## config.mk

```make
export PLATFORM = sky130hd
export DESIGN_NAME = mem_stage
export DESIGN_NICKNAME = d
export VERILOG_FILES = /design/src/rtl/mem_stage_pkg.sv /design/src/rtl/mem_stage_load_extend.sv /design/src/rtl/mem_stage.sv
export SDC_FILE = /design/constraint.sdc
export NUM_CORES = 1
export LEC_CHECK = 0
export CAP_MARGIN = 20
export CELL_PAD_IN_SITES_DETAIL_PLACEMENT = 1
export CELL_PAD_IN_SITES_GLOBAL_PLACEMENT = 1
export CORE_MARGIN = 1
export CORE_UTILIZATION = 24
export DETAILED_ROUTE_END_ITERATION = 10
export PLACE_DENSITY_LB_ADDON = 0.1
export SLEW_MARGIN = 10
export SYNTH_ARGS = -nofsm -noshare
export SYNTH_HDL_FRONTEND = slang
export SYNTH_HIERARCHICAL = 1
export SYNTH_SLANG_ARGS = --single-unit
```

## constraint.sdc

```tcl
create_clock -name clk_in -period 2.7 [get_ports clk_in]
set_input_delay 0.405 -clock clk_in [delete_from_list [all_inputs] [get_ports clk_in]]
set_output_delay 0.405 -clock clk_in [all_outputs]
set_load 0.01 [all_outputs]
```

## src/rtl/mem_stage_pkg.sv

```systemverilog
// Shared opcode, funct3 and FSM encodings for the memory stage and its neighbours.
package mem_stage_pkg;
    localparam logic [6:0] OP_LOAD = 7'b0000011;
    localparam logic [6:0] OP_SAVE = 7'b0100011;
    localparam logic [6:0] OP_ALOP = 7'b0110011;
    localparam logic [6:0] OP_ALOPI = 7'b0010011;

    localparam logic [2:0] F3_LB  = 3'b000;
    localparam logic [2:0] F3_LH  = 3'b001;
    localparam logic [2:0] F3_LW  = 3'b010;
    localparam logic [2:0] F3_LBU = 3'b100;
    localparam logic [2:0] F3_LHU = 3'b101;
    localparam logic [2:0] F3_SB  = 3'b000;
    localparam logic [2:0] F3_SH  = 3'b001;
    localparam logic [2:0] F3_SW  = 3'b010;

    localparam logic [31:0] ZeroWord = 32'h0;

    typedef enum logic [1:0] {
        S_IDLE   = 2'd0,
        S_ACCESS = 2'd1,
        S_DONE   = 2'd2
    } mem_state_e;
endpackage

```

## src/rtl/mem_stage_load_extend.sv

```systemverilog
// Turns the little-endian load accumulator into the architectural register value.
module load_extend
    import mem_stage_pkg::*;
#(
    parameter int XLEN = 32
) (
    input  logic [XLEN-1:0] acc_i,
    input  logic [2:0]      funct3_i,
    output logic [XLEN-1:0] ext_o
);
    always_comb begin
        unique case (funct3_i)
            F3_LB:   ext_o = {{(XLEN-8){acc_i[7]}}, acc_i[7:0]};
            F3_LH:   ext_o = {{(XLEN-16){acc_i[15]}}, acc_i[15:0]};
            F3_LBU:  ext_o = {{(XLEN-8){1'b0}}, acc_i[7:0]};
            F3_LHU:  ext_o = {{(XLEN-16){1'b0}}, acc_i[15:0]};
            default: ext_o = acc_i;
        endcase
    end
endmodule

```

## src/rtl/mem_stage.sv

```systemverilog
// MEM pipeline stage: byte-serial LOAD/SAVE on an 8-bit controller port, pass-through otherwise.
module mem_stage
    import mem_stage_pkg::*;
#(
    parameter int XLEN   = 32,
    parameter int REG_AW = 5
) (
    input  logic              clk_in,
    input  logic              rst_in,
    input  logic              rdy_in,
    input  logic [6:0]        ins_type,
    input  logic [2:0]        ins_details,
    input  logic [REG_AW-1:0] rd_addr,
    input  logic [XLEN-1:0]   rd_val,
    input  logic              forward_in,
    input  logic [XLEN-1:0]   mem_addr,
    input  logic [XLEN-1:0]   mem_val,
    output logic              mc_req,
    output logic              mc_we,
    output logic [XLEN-1:0]   mc_addr,
    output logic [7:0]        mc_wdata,
    input  logic              mc_ack,
    input  logic [7:0]        mc_rdata,
    output logic [REG_AW-1:0] wb_rd_addr,
    output logic [XLEN-1:0]   wb_rd_val,
    output logic              forward,
    output logic              stall_req
);
    mem_state_e        state_q, state_d;
    logic [1:0]        cnt_q, cnt_d;
    logic [XLEN-1:0]   acc_q, acc_d;
    logic              is_load, is_save, legal;
    logic [1:0]        last_idx;
    logic [XLEN-1:0]   ext_val;

    assign is_load = (ins_type == OP_LOAD);
    assign is_save = (ins_type == OP_SAVE);

    always_comb begin
        legal = 1'b0;
        if (is_load)
            legal = (ins_details inside {F3_LB, F3_LH, F3_LW, F3_LBU, F3_LHU});
        else if (is_save)
            legal = !ins_details[2] && (ins_details[1:0] != 2'b11);
    end

    always_comb begin
        unique case (ins_details[1:0])
            2'b00:   last_idx = 2'd0;
            2'b01:   last_idx = 2'd1;
            default: last_idx = 2'd3;
        endcase
    end

    load_extend #(.XLEN(XLEN)) u_ext (
        .acc_i   (acc_q),
        .funct3_i(ins_details),
        .ext_o   (ext_val)
    );

    always_comb begin
        state_d = state_q;
        cnt_d   = cnt_q;
        acc_d   = acc_q;
        unique case (state_q)
            S_IDLE: if (legal) begin
                state_d = S_ACCESS;
                cnt_d   = 2'd0;
                acc_d   = ZeroWord[XLEN-1:0];
            end
            S_ACCESS: if (mc_ack) begin
                if (is_load) acc_d[{cnt_q, 3'b000} +: 8] = mc_rdata;
                if (cnt_q == last_idx) state_d = S_DONE;
                else                   cnt_d   = cnt_q + 2'd1;
            end
            S_DONE:  state_d = S_IDLE;
            default: state_d = S_IDLE;
        endcase
    end

    // rdy_in low freezes everything, including any ack the controller sent meanwhile
    always_ff @(posedge clk_in or posedge rst_in) begin
        if (rst_in) begin
            state_q <= S_IDLE;
            cnt_q   <= 2'd0;
            acc_q   <= ZeroWord[XLEN-1:0];
        end else if (rdy_in) begin
            state_q <= state_d;
            cnt_q   <= cnt_d;
            acc_q   <= acc_d;
        end
    end

    always_comb begin
        mc_req     = 1'b0;
        mc_we      = 1'b0;
        mc_addr    = '0;
        mc_wdata   = 8'h00;
        wb_rd_addr = '0;
        wb_rd_val  = '0;
        forward    = 1'b0;
        stall_req  = 1'b0;
        if (!rst_in) begin
            unique case (state_q)
                S_IDLE: begin
                    if (is_load || is_save) begin
                        stall_req = legal;
                    end else begin
                        wb_rd_addr = rd_addr;
                        wb_rd_val  = rd_val;
                        forward    = forward_in;
                    end
                end
                S_ACCESS: begin
                    mc_req    = 1'b1;
                    mc_we     = is_save;
                    mc_addr   = mem_addr + XLEN'(cnt_q);
                    mc_wdata  = mem_val[{cnt_q, 3'b000} +: 8];
                    stall_req = 1'b1;
                end
                S_DONE: if (is_load) begin
                    wb_rd_addr = rd_addr;
                    wb_rd_val  = ext_val;
                    forward    = 1'b1;
                end
                default: ;
            endcase
        end
    end
endmodule

```

======== Word-level counts from Yosys, hierarchy flattened ========
Index checks and enable logic that the tools add are counted.
word-level totals
  register bits ........................... 36
  latch bits .............................. 0
  bits in writable memories ............... 0
  bits in read-only memories .............. 0
  bits of input ports ..................... 124
  output and inout port bits .............. 81
  logic and storage cells ................. 76
  memories ................................ 0
cells by class
  $add $sub $neg .......................... 3
  $mul .................................... 0
  div/mod/pow operators ................... 0
  $lt $le $gt $ge ......................... 0
  equal/unequal tests ..................... 16
  shifts and indexed selects .............. 3
  mux-type cells .......................... 40
  bitwise gates (word level) .............. 0
  reductions and logical operators ........ 11
operators with widths
  operator                  number
  $mux W32                  8
  $pmux W32 S2              2
  $pmux W32 S4              1
  $add A32 B2 Y32           1
  $bwmux W32                1
  $shift A8 B7 Y32 const A  1
  $shiftx A32 B6 Y8         1
  $shiftx A8 B7 Y32         1
  $mux W8                   2
  $mux W5                   3
  $mux W2                   6
  $ne A2 B2 Y1 const B      6
  $pmux W2 S2               3
  $mux W1                   11
  $pmux W5 S2               1
  $reduce_and A5 Y1         2
  $eq A7 B2 Y1 const B      1
  $eq A7 B6 Y1 const B      1
  $neg A5 Y7                1
  $eq A3 B3 Y1 const B      2
  $reduce_bool A5 Y1        1
  $eq A2 B1 Y1 const B      2
  $logic_not A2 Y1          2
  $pmux W1 S2               2
  11 further kinds          11

======== Longest topological paths before layout ========
Gate-level depths: netlist (run 1).
  depth in word-level cells ............... 7
  mapped depth ............................ 8

======== Modules after synthesis ========
The synthesis (run 1) kept the hierarchy.
modules (own cells, without submodules)
  module       instances  cells each  area an instance (µm²)
  mem_stage    1          417         3,304.4
  load_extend  1          67          355.3

======== Worst setup path after synthesis (run 1) ========
No wires, ideal clock.
  path kind ............................... input -> output
  from .................................... input port mem_addr[0]
  to ...................................... output port mc_addr[26]
  arrival time ............................ 2.116 ns
  slack ................................... 0.179 ns
  cell stages on the path ................. 6
  path buffers ............................ 0
  path through ............................ ha_1 fa_1 nand3_1 or4_1 or4_1 a21oi_1
between the ends
  cells in the longest elaborated chain, start to end .. 3
RTL lines
  element          RTL line          RTL
  start, declared  mem_stage.sv:16   input logic [XLEN-1:0] mem_addr,
  $add A32 B2 Y32  mem_stage.sv:117  mc_addr = mem_addr + XLEN'(cnt_q);
  $mux W32         mem_stage.sv:104  unique case (state_q)
  $mux W32         mem_stage.sv:103  if (!rst_in) begin
  end, declared    mem_stage.sv:20   output logic [XLEN-1:0] mc_addr,
Every way passes these cells.

======== Final worst setup path (run 1) ========
  from .................................... register cnt_q[0]
  to ...................................... output port mc_addr[30]
between the ends
  cells in the longest elaborated chain, start to end .. 3
RTL lines
  element                 RTL line          RTL
  start, declared         mem_stage.sv:30   logic [1:0] cnt_q, cnt_d;
  start signal, assigned  mem_stage.sv:89   cnt_q <= cnt_d;
  $add A32 B2 Y32         mem_stage.sv:117
  $mux W32                mem_stage.sv:104
  $mux W32                mem_stage.sv:103
Every way passes these cells.

==> results.ini, run 1 <==
[timing]
min_period_ns=2.83
setup_viol=3
final-hold-violation-count=0
skew_ns=0.00446
tightest_slew_ns=0.481
slew_headroom_pct=68.0
rsz0062_at_grt=true
finalMaxSlewViolations=0
setup_ws_ns=-0.133
max_clock_freq_mhz=353
post-route-period-util_pct=105

[synth]
synth_async_sr_flop_share_pct=100
synth-edff-count=0
syn_area_sq_um=3660
yosys.area.top_type=dfrtp_1
ys_types=57
synth.most_common_cell=nor2_1
synthFlopType=dfrtp_1
synth.top_cells.by_count=49 x nor2_1, 45 x nand2_1, 36 x dfrtp_1
syn_inst=484
avgSynthCellArea_sq_um=7.56
yosysSeqAreaShare_pct=24.6
synth_area_leaders=dfrtp_1 25%, a22oi_1 6.6%, nor2_1 5.0%
synthesis.nets=615
yosysWarnings=6
synth_seq_cells=36
synth_top_area_share_pct=24.6

[setup_path]
crit_fanout=5
crit_buf_inv=1
cp_slowest_cell=or4_4
crit_path_cell_trace=ha_4 > fa_2 > nand3_2 > or4_4 > or4_4 > a21oi_4 > buf_2
startpoint_type=flip-flop
timing_worst_setup_path_type=reg2out
end_kind=primary output
crit_family=simple AND/OR/NAND/NOR gates
worst_path_largest_cell_delay_ns=0.54
required_ns=2.30
critPathArrivalTime_ns=2.43
crit_top_cell=or4_4

[clocking]
clock_sinks=36
clkTransAtPathRegs_ns=0.06
clock-root-buffer=clkbuf_16
cts_buffers=5
htree_levels=2
cts_tree=yes
cts_buffer_depth=2
clock_latency_ns=0.28

[routing]
wl_per_cell_um=18.6
drtIter0Drc=180
drt_pass1_iterations=7
avgViaCountPerCell=5.10
drt_wl_total_um=17300
antenna_left=0
vias=4765
drc=12

[floorplan]
die_w_um=125
die_area_sq_um=15700
core_area_sq_um=14700
die_h_um=125
num_io_pins=205
initial_utilization_pct=24.9
num_rows=44

[final_layout]
fillers=1785
areaGrowthSynthToFinish_pct=83.2
finalNetCount=880
multi_input_area_sq_um=2640
regArea_sq_um=901
drive_above_1_share_pct=24.8

[power]
p_leak_nw=3.19
max-vdd-ir-drop_mv=0.232
p_per_area_nw_per_um2=384
p_total_mw=2.57

[global_route]
grt_usage_pct=22.3
grt_pass1_vias=5118
antenna_found_initial=1
grt_max_degree=37
grt_pass1_wl_um=28200
grt_remaining_overflow=0

[placement]
hpwl_um=13800
post-place-ws_ns=-1.03
portBuffers=204
gp_congestion=0.824

[outcome]
violations=design-rule violations, negative setup slack
status=complete, but fails checks

[min_path]
holdCritPathClass=reg2reg

[run]
drv_cap=0

## kinds of logic (layout without fill, tap and decap cells)
family	after synthesis	count (layout)	synth area share, %
AO/OA/AOI/OAI	137	137	24.8
XOR/XNOR	9	9	2.15
adder cells (fa/ha/maj)	7	7	2.60
buffers and inverters	79	344	9.74
flip-flops	36	36	24.6
multiplexers	15	15	6.97
other	0	1	0
AND/OR/NAND/NOR	201	201	29.2
## layout make-up
| cell class | count | area share [%] |
|---|---|---|
| multi-input combinational | 369 | 39.4 |
| antenna | 1 | 0.0373 |
| clock buffer | 7 | 2.28 |
| timing repair buffer | 301 | 39.4 |
| inverter | 36 | 2.03 |
| tap | 184 | 3.43 |
| sequential | 36 | 13.4 |
## final timing paths
| kind | startpoint | end | slack [ns] | cells after the start |
|---|---|---|---|---|
| worst max-delay path | cnt_q[0] | mc_addr[30] | -0.13 | 7 |
| worst min-delay path | acc_q[18] | acc_q[18] | 0.51 | 1 |
| worst max register to register | cnt_q[0] | acc_q[13] | 0.26 | 7 |
| worst min register to register | acc_q[18] | acc_q[18] | 0.51 | 1 |
| max in group asynchronous | rst_in | acc_q[1] | 1.61 | 4 |
| min in group asynchronous | rst_in | cnt_q[1] | 0.74 | 4 |
## power by group
group	switching (mW)	total, mW	internal [mW]	leakage, nW
clock network	0.232	0.620	0.388	0.0760
registers	0.0322	0.619	0.587	0.432
logic	0.660	1.34	0.675	2.69
## metrics by stage
stage	hold slack, ns	utilization, %	cell area, sq um	TNS [ns]	cells
after CTS	0.508	45.1	6630	-0.318	931
after global placement	0.492	43.3	6370	-22.45	912
final	0.507	45.6	6710	-0.272	934
after detailed placement	0.491	43.3	6370	-24.57	912
after floorplan	0.473	-	3660	0	484
after global routing	0.525	45.6	6710	-0.607	934
## state kept, by name, summed over array words and instances, names as in the netlist
| name | flops |
|---|---|
| acc_q | 32 |
| cnt_q | 2 |
| state_q | 2 |
## routing by layer
| layer | global-route usage (%) | wire length [um] | vias up |
|---|---|---|---|
| met5 | 0 | 0 | - |
| met2 | 39.0 | 8690 | 106 |
| met3 | 3.21 | 761 | 29 |
| met1 | 28.4 | 7500 | 2333 |
| met4 | 6.17 | 397 | 0 |
| li1 | - | - | 2297 |
## layout by cell type, fill, tap and decap left out, types with 7 or more instances in the layout
cell type	Yosys	layout
nand3_1	14	10
or2_2	7	7
buf_2	2	20
a22oi_1	32	32
dlygate4sd2_1	0	72
mux4_2	8	8
nor3_1	8	8
or4_4	1	10
nor2b_1	10	10
o21ai_0	35	33
buf_4	9	90
o22ai_1	17	17
dlymetal6s2s_1	0	7
and2_1	7	7
or3_1	11	9
clkdlybuf4s50_1	0	103
and3_1	8	7
inv_1	35	35
a22o_1	16	16
nand4_1	9	9
nor2_1	49	49
dfrtp_1	36	36
a21oi_2	0	7
nand2_1	45	43
a21oi_1	18	9
## what timing repair did
item,4_1_cts,5_1_grt
hold endpoints to repair,0,0
hold buffers,0,0
buffers inserted,12,3
pin swaps,21,12
gates resized for setup,199,24
endpoints found under the setup margin,78,27
No activity file was read; power rests on OpenSTA's default activity.
==> run 2: changes to the inputs <==
SKIP_CTS_REPAIR_TIMING = 1   (was default)
==> results.ini, run 2 (synthesis results as in run 1) <==
[routing]
wl_per_cell_um=19.0  ; was 18.6 um
drt_wl_total_um=17800  ; was 17300 um
antenna_left=0  ; unchanged
vias=4787  ; was 4765
avgViaCountPerCell=5.13  ; was 5.10
drc=12  ; unchanged
drt_pass1_iterations=8  ; was 7
drtIter0Drc=162  ; was 180

[setup_path]
required_ns=2.30  ; about the same
timing_worst_setup_path_type=reg2out  ; unchanged
cp_slowest_cell=or4_4  ; unchanged
startpoint_type=flip-flop  ; unchanged
critPathArrivalTime_ns=2.48  ; was 2.43 ns
crit_family=simple AND/OR/NAND/NOR gates  ; unchanged
crit_top_cell=or4_4  ; unchanged
crit_buf_inv=1  ; unchanged
crit_fanout=5  ; unchanged
end_kind=primary output  ; unchanged
worst_path_largest_cell_delay_ns=0.52  ; was 0.54 ns
crit_path_cell_trace=ha_4 > fa_2 > nand3_2 > or4_4 > or4_4 > a21oi_4 > buf_2  ; unchanged

[outcome]
violations=design-rule violations, negative setup slack  ; unchanged
status=complete, but fails checks  ; unchanged

[placement]
portBuffers=204  ; unchanged
hpwl_um=13800  ; unchanged
post-place-ws_ns=-1.03  ; unchanged
placed_cells=912  ; unchanged
place_area_sq_um=6370  ; unchanged
gp_congestion=0.824  ; unchanged

[timing]
setup_ws_ns=-0.189  ; was -0.133 ns
max_clock_freq_mhz=346  ; was 353 MHz
final-hold-violation-count=0  ; unchanged
skew_ns=0.00500  ; was 0.00446 ns
rsz0062_at_grt=true  ; unchanged
post-route-period-util_pct=107  ; was 105%
tightest_slew_ns=0.483  ; was 0.481 ns
finalMaxSlewViolations=0  ; unchanged
timing.setup.tns_ns=-0.506  ; was -0.272 ns
slew_headroom_pct=67.8  ; was 68.0%
fin_hold_ws_ns=0.509  ; was 0.507 ns
setup_viol=8  ; was 3
min_period_ns=2.89  ; was 2.83 ns

[final_layout]
final_util_pct=48.2  ; was 45.6%
fin_area_sq_um=7090  ; was 6710 sq um
final_cell_mix=105 x clkdlybuf4s50_1, 91 x buf_4, 84 x dlymetal6s2s_1, 49 x nor2_1, 43 x nand2_1  ; was 103 x clkdlybuf4s50_1, 90 x buf_4, 72 x dlygate4sd2_1, 49 x nor2_1, 43 x nand2_1
reg_top3=acc_q: 32 flops, cnt_q: 2 flops, state_q: 2 flops  ; unchanged
areaGrowthSynthToFinish_pct=93.6  ; was 83.2%
fin_cells=934  ; unchanged
drive_above_1_share_pct=25.1  ; was 24.8%
largest_register=acc_q  ; unchanged
finalNetCount=881  ; was 880
num_antenna_cells=0  ; was 1
layout_commonest_cell=clkdlybuf4s50_1  ; unchanged
fillers=1715  ; was 1785
largest_reg_flops=32  ; unchanged

[floorplan]
die_h_um=125  ; unchanged
core_area_sq_um=14700  ; unchanged
initial_utilization_pct=24.9  ; unchanged
die_w_um=125  ; unchanged
die_area_sq_um=15700  ; unchanged
num_io_pins=205  ; unchanged
num_rows=44  ; unchanged

[power]
p_total_mw=2.67  ; was 2.57 mW
p_leak_nw=4.11  ; was 3.19 nW
p_sw_share_pct=35.4  ; was 35.9%
switchingPower_mw=0.944  ; was 0.924 mW
p_per_area_nw_per_um2=377  ; was 384 nW/um^2
power_frac_seq_pct=23.4  ; was 24.0%
max-vdd-ir-drop_mv=0.236  ; was 0.232 mV
intPower_mw=1.73  ; was 1.65 mW
clock_power_share_pct=23.2  ; was 24.1%
p_comb_share_pct=53.5  ; was 51.9%

[global_route]
grt_remaining_overflow=0  ; unchanged
grt_usage_pct=21.6  ; was 22.3%
grt_max_degree=37  ; unchanged
grt_pass1_vias=4961  ; was 5118
grt_pass1_wl_um=27400  ; was 28200 um
antenna_found_initial=0  ; was 1

[clocking]
clock_latency_ns=0.29  ; was 0.28 ns
cts_buffers=5  ; unchanged
htree_levels=2  ; unchanged
clock_sinks=36  ; unchanged
cts_tree=yes  ; unchanged
clock-root-buffer=clkbuf_16  ; unchanged
cts_buffer_depth=2  ; unchanged
clkTransAtPathRegs_ns=0.06  ; about the same

[min_path]
holdCritPathClass=reg2reg  ; unchanged

[run]
drv_cap=0  ; unchanged

## run 2: cell types whose count changed in the layout (fill, tap and decap cells not counted), moves of 2 or more
cell / previous run / this run
or3_4: 2 / 4
dlymetal6s2s_1: 7 / 84
clkbuf_2: 0 / 4
or3_1: 9 / 7
buf_2: 20 / 11
nor4_1: 4 / 2
clkdlybuf4s50_1: 103 / 105
o31ai_1: 5 / 7
dlygate4sd2_1: 72 / 0
## run 2: path summary, 6_finish.rpt
check | depth (start not counted) | endpoint | slack [ns] | startpoint
worst max register to register | 7 | acc_q[13] | 0.31 | cnt_q[0]
min in group asynchronous | 4 | cnt_q[0] | 0.75 | rst_in
worst max-delay path | 7 | mc_addr[30] | -0.19 | cnt_q[0]
worst min register to register | 1 | acc_q[18] | 0.51 | acc_q[18]
max in group asynchronous | 4 | acc_q[4] | 1.60 | rst_in
worst min-delay path | 1 | acc_q[18] | 0.51 | acc_q[18]
## run 2: worst reg2reg max path: stages, from the launching register on
cell	delay, ns
dfrtp_1	0.39
buf_4	0.29
inv_1	0.16
ha_1	0.27
nor4bb_1	0.27
nand3_1	0.18
or4_4	0.59
o22ai_1	0.16
## run 2: area by class of cell
cell class,count,area [sq um],share of cell area (%)
repair buffers,302,2960,41.7
multi-input cells,369,2710,38.2
flip-flops and latches,36,902,12.7
well taps,184,230,3.25
clock buffers,7,153,2.15
inverters,36,139,1.96
## run 2: power by group through the flow
stage / combinational [mW] / sequential, mW / clock, mW
final: 1.43 / 0.624 / 0.618
after global routing: 1.55 / 0.631 / 0.648
after floorplan: 0.627 / 0.628 / 0
after detailed placement: 1.35 / 0.628 / 0
after global placement: 1.32 / 0.627 / 0
after CTS: 1.36 / 0.619 / 0.629
## run 2: layer usage
metal | part of all wire, % | global-route usage, %
met1 | 44 | 27.9
met2 | 51 | 38.3
met3 | 3.5 | 3.00
met4 | 1.3 | 3.87
met5 | 0 | 0
